$ cat src/rtl/admm_fixed_pkg.sv
// Shared fixed-point helpers for the ADMM-LP projection path: ceil-log2, derived widths
// and array pack/unpack macros used by the cut checker and the facet-projection stage.
`ifndef ADMM_FIXED_PKG_MACROS
`define ADMM_FIXED_PKG_MACROS
`define ADMM_UNPACK_ARRAY(dst, src, W, N) for (int unpack_i = 0; unpack_i < (N); unpack_i++) dst[unpack_i] = src[(W)*unpack_i +: (W)];
`define ADMM_PACK_ARRAY(dst, src, W, N) for (int pack_i = 0; pack_i < (N); pack_i++) dst[(W)*pack_i +: (W)] = src[pack_i];
`endif

package admm_fixed_pkg;

    function automatic int clog2(input int n);
        int r;
        int v;
        r = 0;
        v = 1;
        while (v < n) begin
            v = v * 2;
            r = r + 1;
        end
        return r;
    endfunction

    // Result width of a sum of n signed elements minus a threshold up to (n-1)<<frac.
    function automatic int sum_width(input int data_width, input int n);
        return data_width + 2 + clog2(n);
    endfunction

    function automatic int popcount_width(input int n);
        return clog2(n + 1);
    endfunction

    // Number of live nodes remaining after `lvl` pairwise-add levels.
    function automatic int level_count(input int n, input int lvl);
        return (n + (1 << lvl) - 1) >> lvl;
    endfunction

endpackage

$ cat src/rtl/signed_adder_tree.sv
// Pipelined signed adder tree: ceil(log2(BLOCKLENGTH)) register levels, odd leftovers pass through.
module signed_adder_tree
    import admm_fixed_pkg::*;
#(
    parameter int BLOCKLENGTH = 1,
    parameter int IN_WIDTH    = 9
) (
    input  logic                                          clk,
    input  logic                                          reset,
    input  logic                                          enable,
    input  logic [IN_WIDTH*BLOCKLENGTH-1:0]               data_in,
    output logic signed [IN_WIDTH+clog2(BLOCKLENGTH)-1:0] sum_out
);

    localparam int LEVELS    = clog2(BLOCKLENGTH);
    localparam int OUT_WIDTH = IN_WIDTH + LEVELS;
    localparam int SIZE      = BLOCKLENGTH + 1;

    // Every level carries the full output width; the spare slot keeps pair indexing in range.
    for (genvar l = 0; l <= LEVELS; l++) begin : g_lvl
        localparam int CNT = level_count(BLOCKLENGTH, l);
        logic signed [OUT_WIDTH-1:0] stage [0:SIZE-1];

        if (l == 0) begin : g_leaf
            always_comb begin
                for (int j = 0; j < BLOCKLENGTH; j++)
                    stage[j] = OUT_WIDTH'($signed(data_in[IN_WIDTH*j +: IN_WIDTH]));
                stage[BLOCKLENGTH] = '0;
            end
        end else begin : g_sum
            localparam int PREV = level_count(BLOCKLENGTH, l - 1);
            always_ff @(posedge clk) begin
                if (reset) begin
                    stage <= '{default: '0};
                end else if (enable) begin
                    for (int j = 0; j < SIZE; j++)
                        stage[j] <= '0;
                    for (int j = 0; j < CNT; j++)
                        stage[j] <= (2*j + 1 < PREV) ? g_lvl[l-1].stage[2*j] + g_lvl[l-1].stage[2*j+1]
                                                     : g_lvl[l-1].stage[2*j];
                end
            end
        end
    end

    if (LEVELS == 0) begin : g_no_regs
        logic unused_ctrl;
        assign unused_ctrl = &{1'b0, clk, reset, enable};
    end

    assign sum_out = g_lvl[LEVELS].stage[0];

endmodule

$ cat src/rtl/cut_violation_check.sv
// Facet-inequality check for one check node: excess = sum(f?v:-v) - ((|f|-1)<<frac), violated = excess>0.
// Optional build macro CUT_CHECK_STATS_EN adds a saturating viol_count output.
module cut_violation_check
    import admm_fixed_pkg::*;
#(
    parameter int TAG_WIDTH         = 32,
    parameter int BLOCKLENGTH       = 1,
    parameter int DATA_WIDTH        = 8,
    parameter int IN_FRACTION_WIDTH = 6
) (
    input  logic                                                 clk,
    input  logic                                                 reset,
    input  logic                                                 ready_in,
    input  logic                                                 valid_in,
    input  logic [TAG_WIDTH-1:0]                                 tag_in,
    input  logic [DATA_WIDTH*BLOCKLENGTH-1:0]                    data_in,
    input  logic [0:BLOCKLENGTH-1]                               f_in,
    output logic                                                 busy,
    output logic                                                 ready_out,
    output logic                                                 valid_out,
    output logic [TAG_WIDTH-1:0]                                 tag_out,
    output logic [0:BLOCKLENGTH-1]                               f_out,
    output logic signed [sum_width(DATA_WIDTH, BLOCKLENGTH)-1:0] excess_out,
`ifdef CUT_CHECK_STATS_EN
    output logic [15:0]                                          viol_count,
`endif
    output logic                                                 violated
);

    localparam int LEVELS     = clog2(BLOCKLENGTH);
    localparam int SUM_WIDTH  = sum_width(DATA_WIDTH, BLOCKLENGTH);
    localparam int T_WIDTH    = DATA_WIDTH + 1;
    localparam int TREE_WIDTH = T_WIDTH + LEVELS;
    localparam int PC_WIDTH   = popcount_width(BLOCKLENGTH);

    logic                                enable;
    logic                                s0_valid;
    logic [TAG_WIDTH-1:0]                s0_tag;
    logic [DATA_WIDTH*BLOCKLENGTH-1:0]   s0_data;
    logic [0:BLOCKLENGTH-1]              s0_f;
    logic signed [DATA_WIDTH-1:0]        v_elem [0:BLOCKLENGTH-1];
    logic signed [T_WIDTH-1:0]           t_elem [0:BLOCKLENGTH-1];
    logic [T_WIDTH*BLOCKLENGTH-1:0]      t_next;
    logic [T_WIDTH*BLOCKLENGTH-1:0]      t_flat;
    logic [PC_WIDTH-1:0]                 pc_next;
    logic [LEVELS:0]                     valid_d;
    logic [TAG_WIDTH-1:0]                tag_d [0:LEVELS];
    logic [0:BLOCKLENGTH-1]              f_d   [0:LEVELS];
    logic [PC_WIDTH-1:0]                 pc_d  [0:LEVELS];
    logic signed [TREE_WIDTH-1:0]        tree_sum;
    logic signed [SUM_WIDTH-1:0]         threshold;
    logic signed [SUM_WIDTH-1:0]         excess_next;

    assign enable    = ready_in | ~valid_out;
    assign ready_out = enable;
    assign busy      = s0_valid | (|valid_d) | valid_out;

    // Sign-extend by one bit first so negating the most negative element cannot wrap.
    always_comb begin
        t_next  = '0;
        pc_next = '0;
        `ADMM_UNPACK_ARRAY(v_elem, s0_data, DATA_WIDTH, BLOCKLENGTH)
        for (int i = 0; i < BLOCKLENGTH; i++) begin
            t_elem[i] = s0_f[i] ? T_WIDTH'(v_elem[i]) : -(T_WIDTH'(v_elem[i]));
            pc_next   = pc_next + PC_WIDTH'(s0_f[i]);
        end
        `ADMM_PACK_ARRAY(t_next, t_elem, T_WIDTH, BLOCKLENGTH)
    end

    always_ff @(posedge clk) begin
        if (reset) begin
            s0_valid   <= 1'b0;
            s0_tag     <= '0;
            s0_data    <= '0;
            s0_f       <= '0;
            valid_d[0] <= 1'b0;
            tag_d[0]   <= '0;
            f_d[0]     <= '0;
            pc_d[0]    <= '0;
            t_flat     <= '0;
        end else if (enable) begin
            s0_valid   <= valid_in;
            s0_tag     <= tag_in;
            s0_data    <= data_in;
            s0_f       <= f_in;
            valid_d[0] <= s0_valid;
            tag_d[0]   <= s0_tag;
            f_d[0]     <= s0_f;
            pc_d[0]    <= pc_next;
            t_flat     <= t_next;
        end
    end

    signed_adder_tree #(
        .BLOCKLENGTH(BLOCKLENGTH),
        .IN_WIDTH   (T_WIDTH)
    ) u_tree (
        .clk    (clk),
        .reset  (reset),
        .enable (enable),
        .data_in(t_flat),
        .sum_out(tree_sum)
    );

    // Side-band delay alongside the tree levels; empty when BLOCKLENGTH is 1.
    always_ff @(posedge clk) begin
        for (int k = 1; k <= LEVELS; k++) begin
            if (reset) begin
                valid_d[k] <= 1'b0;
                tag_d[k]   <= '0;
                f_d[k]     <= '0;
                pc_d[k]    <= '0;
            end else if (enable) begin
                valid_d[k] <= valid_d[k-1];
                tag_d[k]   <= tag_d[k-1];
                f_d[k]     <= f_d[k-1];
                pc_d[k]    <= pc_d[k-1];
            end
        end
    end

    always_comb begin
        threshold   = (SUM_WIDTH'(pc_d[LEVELS]) - SUM_WIDTH'(1)) << IN_FRACTION_WIDTH;
        excess_next = SUM_WIDTH'(tree_sum) - threshold;
    end

    always_ff @(posedge clk) begin
        if (reset) begin
            valid_out  <= 1'b0;
            tag_out    <= '0;
            f_out      <= '0;
            excess_out <= '0;
            violated   <= 1'b0;
        end else if (enable) begin
            valid_out  <= valid_d[LEVELS];
            tag_out    <= tag_d[LEVELS];
            f_out      <= f_d[LEVELS];
            excess_out <= excess_next;
            violated   <= ~excess_next[SUM_WIDTH-1] & (excess_next != '0);
        end
    end

`ifdef CUT_CHECK_STATS_EN
    always_ff @(posedge clk) begin
        if (reset)
            viol_count <= '0;
        else if (valid_out & ready_in & violated & (viol_count != 16'hFFFF))
            viol_count <= viol_count + 16'd1;
    end
`endif

endmodule

$ cat config.mk
export PLATFORM = sky130hd
export DESIGN_NAME = cut_violation_check
export DESIGN_NICKNAME = d
export VERILOG_FILES = /design/src/rtl/admm_fixed_pkg.sv /design/src/rtl/signed_adder_tree.sv /design/src/rtl/cut_violation_check.sv
export SDC_FILE = /design/constraint.sdc
export NUM_CORES = 1
export LEC_CHECK = 0
export CAP_MARGIN = 20
export CORE_MARGIN = 2
export CORE_UTILIZATION = 55
export CTS_BUF_LIST = sky130_fd_sc_hd__clkbuf_8
export DETAILED_ROUTE_END_ITERATION = 16
export PLACE_DENSITY = 0.91
export REMOVE_ABC_BUFFERS = 1
export SLEW_MARGIN = 20
export SYNTH_ARGS = -nofsm -noshare
export SYNTH_HDL_FRONTEND = slang
export SYNTH_HIERARCHICAL = 1
export SYNTH_SLANG_ARGS = --single-unit
$ cat constraint.sdc
create_clock -name clk -period 3.14 [get_ports clk]
set_input_delay 0.314 -clock clk [delete_from_list [all_inputs] [get_ports clk]]
set_output_delay 0.314 -clock clk [all_outputs]
set_load 0.005 [all_outputs]
==> impl_results.md, run 1 <==
- RD Place Congestion: 0.8324
- GRT Overall Usage: 20.79%
- Tightest Hold Check Type: primary input to flop
- CP endpoint kind: output port
- Worst endpoint required time: ~2.8 ns
- Core area: 0.008721 mm^2
- Total gr overflow: 0
- Worst Path Arrival: around 1.9 ns
- Outcome: finished clean
- Number of synthesized flops with an enable pin: 33
- First-pass GRT wire length: 16300 um
- CTS resizes: 0
- Post-synth top area cell: dfxtp_1
- Area after DPL: 0.005759 mm^2
- Worst-margin pin slew: 0.9849 ns
- Hold_buf cts: 0
- Cell count after synthesis: between 500 and 600
- Sequential element share of the synthesized area: 59.28%
- P per Cell Area: 569.1 mW/mm^2
- Cell area after layout: about 0.0061 mm^2
- Antenna cells: 0
- Num rows: 34
- Initial antenna violation count: 0
- Chip Width: 98.84 um
- Reg-to-reg critical path endpoint: tag_d[0][25]
- Hold Path Sink: violated
- Ranking of synthesized cells by area: dfxtp_1, edfxtp_1, nand2_1
- Root Buffer: clkbuf_8
- Cell with the most instances after synthesis: nand2_1
- Pins Over Slew Limit: 0
- Minimum clock period: roughly 2.2 ns
- Setup Buffers After CTS: 0
- Layout cells sized above 1: 6.699%
- Port-buffer cells: between 90 and 100
- Slowest CP cell: clkdlybuf4s50_1
- Max Cap Viol: 0
- Fillers: 657
- Synthesized cell area: 0.004947 mm^2
- Hpwl dp: 6219 um
- Die Y: 98.84 um
- Peak VDD IR: 297.5 uV
- Synth cell count leaders: nand2_1, dfxtp_1, a21oi_1, and2_1, edfxtp_1
- Crit path max fanout: 37
- CTS H-Tree Depth: 4
- Worst-case reg-to-reg path depth: 4
- Hold Path Depth: 3
- Synthesis-to-finish area growth: 23.70%
- Nets@finish: 650
- Fmax: 462.9 MHz
- Ys async rst share: 0%
- Clk pin slew, worst setup/hold paths: 0.07 ns
- Synth cell types: 37
- Finished Layout Cells: between 700 and 800
- CP startpoint kind: flop
- Crit-path cells: nor2b_4 > clkinv_2 > buf_4 > clkdlybuf4s50_1
- Flops & latches, synth: 130
- Initial DRC count: 180
- DIE AREA: 0.009769 mm^2
- DRC: 0
- Pre-CTS WS: 0.7087 ns
- Setup_tns: 0 ns
- # IOs: a little over 90
- Top FF cell, synth: dfxtp_1
- Remaining antenna violation count: 0
- Avg Cell Area, Syn: 9.317 um^2
- Setup slack after layout: 0.9799 ns
- R2r setup slk: 1.07 ns
- Slew margin rel.: 34.34%
- Placed cell count: just under 700
- Fin Clk Skew: 0.01327 ns
- Final count of hold timing violations: 0
- RSZ-0062 raised after global routing: false
- DRT Pass-1 Iters: 4
- Yosys top cell area share: 39.25%
- Ys Warns: 6
- Initial Utilization: 56.73%
- Maximum number of pins on one net before global-route repair: just under 100
- Tot Pwr: 3.483 mW
- Vias: 3807
- Fin crit share: about 69%
- Vias in the first global route: ~3700
- Final wirelength: roughly 9700 um
- CTS Sinks: 130
- DR vias/cell: 5.288
- Worst r2r src: valid_out
- Clock buffer depth: 2
- WL/cell: 13.53 um
- Hold Path Origin: reset
- Leakage: ~2.4 nW
- # setup viols final: 0
- Skew-Pair Late Insertion Delay: 0.42 ns
- Slowest stage delay, CP: 0.59 ns
- Critical setup path kind: flop to output port
- Num CTS Buffers: 17
- CTS tree: done
## cell type report
| type | instances | area (um^2) | area share (%) |
|---|---|---|---|
| well taps | 108 | 135.1 | 2.208 |
| flip-flops and latches | 130 | 2933 | 47.92 |
| repair buffers | 95 | 938.4 | 15.33 |
| multi-input cells | 349 | 1725 | 28.19 |
| clock buffers | 17 | 234.0 | 3.823 |
| inverters | 7 | 27.53 | 0.4498 |
| clock inverters | 14 | 126.4 | 2.065 |
## worst max-delay path, delay by kind of cell, from the launching register on
kind | cells | cell delay (ns)
buf+inv | 3 | 0.97
flops | 1 | 0.33
simple gates | 1 | 0.13
## kinds of logic (layout without fill, tap and decap cells)
| family | Yosys count | after routing | synth area share, % |
|---|---|---|---|
| simple gates | 234 | 234 | 20.64 |
| flops | 130 | 130 | 59.28 |
| mux | 1 | 1 | 0.2023 |
| buf+inv | 52 | 133 | 5.842 |
| compound gates | 103 | 103 | 11.56 |
| xor+xnor | 6 | 6 | 1.062 |
| fa+ha+maj | 5 | 5 | 1.416 |
## per-layer routing
metal | share of wire (%) | track usage (%) | wire [um]
met5 | 0 | 0 | 0
met2 | 53 | 36.85 | 5163
met4 | 1.8 | 8.430 | 174
met1 | 40 | 23.76 | 3900
met3 | 5.2 | 5.532 | 506
## cells in the final DEF (no fill, tap or decap), drive strengths merged
master	n
nand2	170
dfxtp	97
clkdlybuf4s50	90
a21oi	88
and2	33
edfxtp	33
nor2	18
clkbuf	17
inv	9
clkinv	7
a211oi	7
xnor2	5
buf	5
nor3	4
ha	4
clkinvlp	3
or3	2
a22o	2
nand2b	2
bufinv	2
nor2b	2
nor4	2
o21ai	2
a311oi	2
xor2	1
mux2i	1
o31ai	1
nor4b	1
a31oi	1
fa	1
## how the worst max path moves through the flow
stage	from	endpoint	slack [ns]	cells past startpoint
6_report	valid_out	ready_out	0.98	4
2_1_floorplan	valid_out	f_d[0]	-0.32	4
3_5_place_dp	ready_in	tag_d[0][5]	0.71	5
4_1_cts	valid_out	ready_out	0.95	4
3_3_place_gp	ready_in	tag_d[0][6]	0.77	5
5_1_grt	valid_out	ready_out	0.89	4
## state kept, by name, summed over array words and instances (netlist names)
register and cells:
excess_out 10, f_d 1, f_out 1, s0_data 8, s0_f 1, s0_tag 32
s0_valid 1, t_flat 9, tag_d 32, tag_out 32, valid_d 1, valid_out 1
violated 1
## stage by stage
stage | utilization (%) | hold slack, ns
after global placement | 66.04 | 0.4330
after CTS | 70.17 | 0.3330
final | 70.17 | 0.3462
after detailed placement | 66.04 | 0.4390
after floorplan | - | 0.3786
after global routing | 70.17 | 0.3443
## report_power, final
group	leakage, nW	switching (mW)	internal, mW
sequential	1.19	0.0574	1.81
clock	0.188	0.605	0.683
combinational	1.01	0.143	0.181
total	2.39	0.806	2.68
(Power assumes the default switching activity.)
==> inputs of run 2 (changes only) <==
Settings changed: CORE_UTILIZATION 55 to 54, PLACE_DENSITY 0.91 to 0.9.
Clock period 3.14 ns to 2.2 ns, I/O delays scaled along.
==> impl_results.md, run 2 (synthesis gave the netlist of run 1 again) <==
- Chip Width: 99.72 um (+0.89%)
- CP endpoint kind: flop
- Outcome: finished clean
- Pins Over Slew Limit: 0 (unchanged)
- # IOs: 92 (unchanged)
- RD Place Congestion: 0.8259 (-0.78%)
- Crit path max fanout: 5 (-86%)
- Cell depth of the worst setup path: 7 (+3)
- Skew-Pair Late Insertion Delay: 0.42 ns (about the same)
- Internal power: 3.978 mW (+49%)
- Hpwl dp: 6792 um (+9.2%)
- Switch share: 22.72% (-0.42 points)
- DR vias/cell: 5.197 (-1.7%)
- Clock network power share: 38.8% (+1.8 points)
- Maximum number of pins on one net before global-route repair: 87 (-10%)
- Num rows: 34 (unchanged)
- Final wirelength: 10260 um (+5.3%)
- Initial Utilization: 56.18% (-0.55 points)
- CTS Sinks: 130 (unchanged)
- Antenna cells: 0 (unchanged)
- Total gr overflow: 0 (unchanged)
- P per Cell Area: 828.9 mW/mm^2 (+46%)
- WL/cell: 14.14 um (+4.5%)
- DIE AREA: 0.009943 mm^2 (+1.8%)
- # setup viols final: 0 (unchanged)
- Die Y: 99.72 um (+0.89%)
- CP startpoint kind: flop
- Power share of the sequential group: 51.9% (-1.8 points)
- Vias in the first global route: 3660 (-1.2%)
- Layout cells sized above 1: 7.767% (+1.1 points)
- Worst setup endpoint: violated
- Fin Clk Skew: 0.009535 ns (-0.003738 ns)
- Port-buffer cells: 91 (unchanged)
- Multi-input logic area: 0.001732 mm^2 (+0.36%)
- Max Cap Viol: 0 (unchanged)
- CTS H-Tree Depth: 4 (unchanged)
- Area after DPL: 0.005809 mm^2 (+0.87%)
- Most frequent cells in the layout: nand2_1, dfxtp_1, clkdlybuf4s50_1, a21oi_1
- Largest delay share family, worst path: adder cells
- Clk pin slew, worst setup/hold paths: 0.07 ns (about the same)
- Core Util, Final: 70.52% (+0.35 points)
- CP Buf/Inv Count: 2 (-1)
- Hold_buf cts: 0 (unchanged)
- Vias: 3773 (-0.89%)
- Remaining antenna violation count: 0 (unchanged)
- Peak VDD IR: 471.4 uV (+58%)
- Comb pwr share: 9.4% (about the same)
- Slowest stage delay, CP: 0.50 ns (-0.09 ns)
- Num CTS Buffers: 17 (unchanged)
- First-pass GRT wire length: 16810 um (+3.1%)
- Fillers: 628 (-4.4%)
- Reg-to-reg critical path endpoint: violated
- R2r setup slk: 0.19 ns (-0.88 ns)
- Crit path top cell by count: inv_1
- Initial antenna violation count: 0 (unchanged)
- Worst endpoint required time: 2.52 ns (-0.31 ns)
- Leakage: 2.437 nW (+2.0%)
- Worst Path Arrival: 2.33 ns (+0.48 ns)
- Initial DRC count: 164 (-8.9%)
- Tightest Hold Check Type: primary input to flop
- Nets@finish: 655 (+0.77%)
- Pre-CTS WS: 0.1131 ns (-0.5956 ns)
- GRT Overall Usage: 21.65% (+0.86 points)
- DRC: 0 (unchanged)
- Minimum clock period: 2.009 ns
- Crit-path cells: inv_1 > ha_1 > inv_1 > fa_1 > nor4b_2 > a31oi_1 > a22o_1
- Synthesis-to-finish area growth: 25.52%
- Root Buffer: clkbuf_8
- Worst r2r src: f_d[0]
- Total area of sequential cells: 0.002933 mm^2 (unchanged)
- Final count of hold timing violations: 0 (unchanged)
- Worst-margin pin slew: 0.7200 ns (-0.2649 ns)
- CTS tree: done
- Critical setup path kind: flop to flop
- Commonest non-fill, non-tap cell in the layout: nand2_1
- Setup slack after layout: 0.1913 ns (-0.7886 ns)
- Cell area after layout: 0.006210 mm^2 (+1.5%)
- Largest regs: s0_tag (32), tag_d (32), tag_out (32)
- Slowest CP cell: fa_1
- RSZ-0062 raised after global routing: false
- Fin crit share: 91.31%
- Worst-case reg-to-reg path depth: 7 (+3)
- Fmax: ~500 MHz
- Psw: 1.169 mW (+45%)
- Critical path origin: f_d[0]
- Clock buffer depth: 2 (unchanged)
- Core area: 0.008806 mm^2 (+0.98%)
- DRT Pass-1 Iters: 5 (+1)
- Slew margin rel.: 52.00% (+18 points)
-- run 2: worst min path at each step --
stage          startpoint           to  slack, ns  cells after the start
2_1_floorplan       reset    t_flat[5]       0.28                      1
3_3_place_gp   s0_tag[12]   s0_tag[12]       0.43                      2
3_5_place_dp   s0_tag[10]   s0_tag[10]       0.44                      2
4_1_cts             reset   tag_out[0]       0.18                      2
5_1_grt             reset    s0_tag[9]       0.19                      2
6_report            reset  tag_out[23]       0.20                      2
-- run 2: area by class of cell --
cell class,count,area share [%]
timing repair buffer,100,15.92
multi-input combinational,349,27.89
sequential,130,47.23
clock buffer,18,3.990
tap,108,2.176
clock inverter,14,2.357
inverter,7,0.4433
-- run 2: timing repair --
item / 4_1_cts / 5_1_grt
buffers inserted: 0 / 0
endpoints found under the hold margin: 0 / 0
setup endpoints to repair: 0 / 1
resized for setup: 0 / 1
-- run 2: through the flow --
step	power, mW	setup TNS, ns	instances	hold WS (ns)
2_1_floorplan	2.916	-86.72	486	0.2846
3_3_place_gp	3.164	0	694	0.4332
3_5_place_dp	3.199	0	694	0.4385
4_1_cts	5.168	0	726	0.1764
5_1_grt	5.352	0	726	0.1922
6_report	5.147	0	726	0.2007
-- run 2: metal layers --
layer	GRT usage (%)	up-vias	share of wire [%]
met5	0	-	0
met4	8.219	0	1.5
met3	6.465	18	6.3
met2	36.90	116	52
met1	25.88	1760	40
li1	-	1879	-
-- run 2: power by group through the flow --
stage	logic, mW	clock network (mW)	registers, mW
3_3_place_gp	0.451	0	2.71
5_1_grt	0.530	2.14	2.69
4_1_cts	0.482	2.02	2.67
2_1_floorplan	0.212	0	2.70
6_report	0.481	2.00	2.67
3_5_place_dp	0.477	0	2.72
==> inputs of run 3 (changes only) <==
Settings changed: ABC_CLOCK_PERIOD_IN_PS set to 2200, GPL_TIMING_DRIVEN set to 0.
==> impl_results.md, run 3 (synthesis gave the netlist of run 1 again) <==
- Port-buffer cells: 91 (unchanged)
- Final wirelength: 10930 um (+6.5%)
- Core area: 0.008806 mm^2 (unchanged)
- Maximum number of pins on one net before global-route repair: 56 (-36%)
- Pins Over Slew Limit: 0 (unchanged)
- First-pass GRT wire length: 17080 um (+1.6%)
- Chip Width: 99.72 um (unchanged)
- Max Cap Viol: 0 (unchanged)
- Antenna cells: 0 (unchanged)
- Root Buffer: clkbuf_8
- Slowest stage delay, CP: 0.51 ns (about the same)
- Outcome: finished clean
- Initial Utilization: 56.18% (unchanged)
- Crit path max fanout: 42 (+37)
- Final count of hold timing violations: 0 (unchanged)
- Nets@finish: 655 (unchanged)
- # IOs: 92 (unchanged)
- Fin Clk Skew: 0.007887 ns (-0.001648 ns)
- Num rows: 34 (unchanged)
- Hold Path Depth: 2 (unchanged)
- DRC: 0 (unchanged)
- # setup viols final: 0 (unchanged)
- Fmax: 470.7 MHz (-5.4%)
- Synthesis-to-finish area growth: 29.26%
- CTS Sinks: 130 (unchanged)
- CP Buf/Inv Count: 4 (+2)
- RD Place Congestion: 0.8048 (-2.6%)
- Leakage: 2.526 nW (+3.7%)
- Slew margin rel.: 51.67% (-0.33 points)
- CTS tree: done
- Core Util, Final: 72.62% (+2.1 points)
- Largest delay share family, worst path: buffers and inverters
- Initial antenna violation count: 0 (unchanged)
- Worst endpoint required time: 1.98 ns (-0.54 ns)
- Worst-case reg-to-reg path depth: 7 (unchanged)
- Slowest CP cell: clkdlybuf4s50_1
- Clk pin slew, worst setup/hold paths: 0.08 ns (about the same)
- Layout cells sized above 1: 8.576% (+0.81 points)
- P per Cell Area: 849.4 mW/mm^2 (+2.5%)
- Clock buffer depth: 2 (unchanged)
- Worst Path Arrival: 1.90 ns (-0.43 ns)
- Hpwl dp: 6406 um (-5.7%)
- Total gr overflow: 0 (unchanged)
- DRT Pass-1 Iters: 5 (unchanged)
- CTS H-Tree Depth: 4 (unchanged)
- Critical setup path kind: flop to output port
- Smallest hold slack: 0.2601 ns (+0.05940 ns)
- Cell depth of the worst setup path: 5 (-2)
- Num CTS Buffers: 17 (unchanged)
- Peak VDD IR: 447.4 uV (-5.1%)
- DR vias/cell: 5.293 (+1.9%)
- Die Y: 99.72 um (unchanged)
- Vias: 3843 (+1.9%)
- Most frequent cells in the layout: nand2_1, dfxtp_1, clkdlybuf4s50_1, a21oi_1
- Vias in the first global route: 3656 (-0.11%)
- Remaining antenna violation count: 0 (unchanged)
- Commonest non-fill, non-tap cell in the layout: nand2_1
- GRT Overall Usage: 22.14% (+0.49 points)
- DIE AREA: 0.009943 mm^2 (unchanged)
- Largest regs: s0_tag (32), tag_d (32), tag_out (32)
- Skew-Pair Late Insertion Delay: 0.43 ns (about the same)
- Minimum clock period: 2.124 ns (+0.1157 ns)
- Crit-path cells: nor2b_4 > buf_12 > inv_16 > buf_16 > clkdlybuf4s50_1
- Worst-margin pin slew: 0.7239 ns (+0.003930 ns)
- WL/cell: 15.06 um (+6.5%)
- Fin crit share: 96.56% (+5.3 points)
- CP startpoint kind: flop
- Initial DRC count: 169 (+3.0%)
- Tightest Hold Check Type: primary input to flop
- CP endpoint kind: output port
[run 3: final cells by class]
class                      count  area (um^2)
timing repair buffer         100         1101
tap                          108        135.1
fill                         621         2411
clock inverter                14        202.7
sequential                   130         2934
inverter                       7        42.54
clock buffer                  18        247.7
multi-input combinational    349         1732
[run 3: metrics by stage]
step	worst slack, ns	power, mW	instances	setup TNS (ns)	area [um^2]
2_1_floorplan	-1.255	2.916	486	-86.72	4684
3_3_place_gp	-2.973	3.160	685	-361.46	5731
3_5_place_dp	-0.6844	3.193	689	-24.66	5818
4_1_cts	0.002538	5.447	724	0	6355
5_1_grt	-0.0003839	5.619	726	-0.0003839	6395
6_report	0.07562	5.432	726	0	6395
[run 3: repair_timing]
action                     CTS  global route
hold buffers                 0             0
resized for setup            4             2
pin swaps                    0             0
setup endpoints to repair   34             2
setup buffers                1             1
gates cloned                 2             1
[run 3: worst paths after layout]
kind | from | end | slack (ns)
max | valid_out | ready_out | 0.08
min | reset | valid_out | 0.26
max reg2reg | f_d[0] | violated | 0.18
min reg2reg | s0_tag[30] | s0_tag[30] | 0.45
[run 3: report_power, final]
| part | leakage (nW) | total (mW) | switching, mW | internal [mW] |
|---|---|---|---|---|
| sequential | 1.19 | 2.67 | 0.0875 | 2.59 |
| clock | 0.225 | 2.26 | 0.975 | 1.28 |
| combinational | 1.11 | 0.499 | 0.221 | 0.278 |
[run 3: layer usage]
metal | track usage [%] | part of all wire [%] | wire length (um)
met5 | 0 | 0 | 0
met2 | 38.62 | 52 | 5733
met1 | 25.11 | 39 | 4282
met4 | 11.06 | 1.9 | 209
met3 | 5.692 | 6.5 | 708
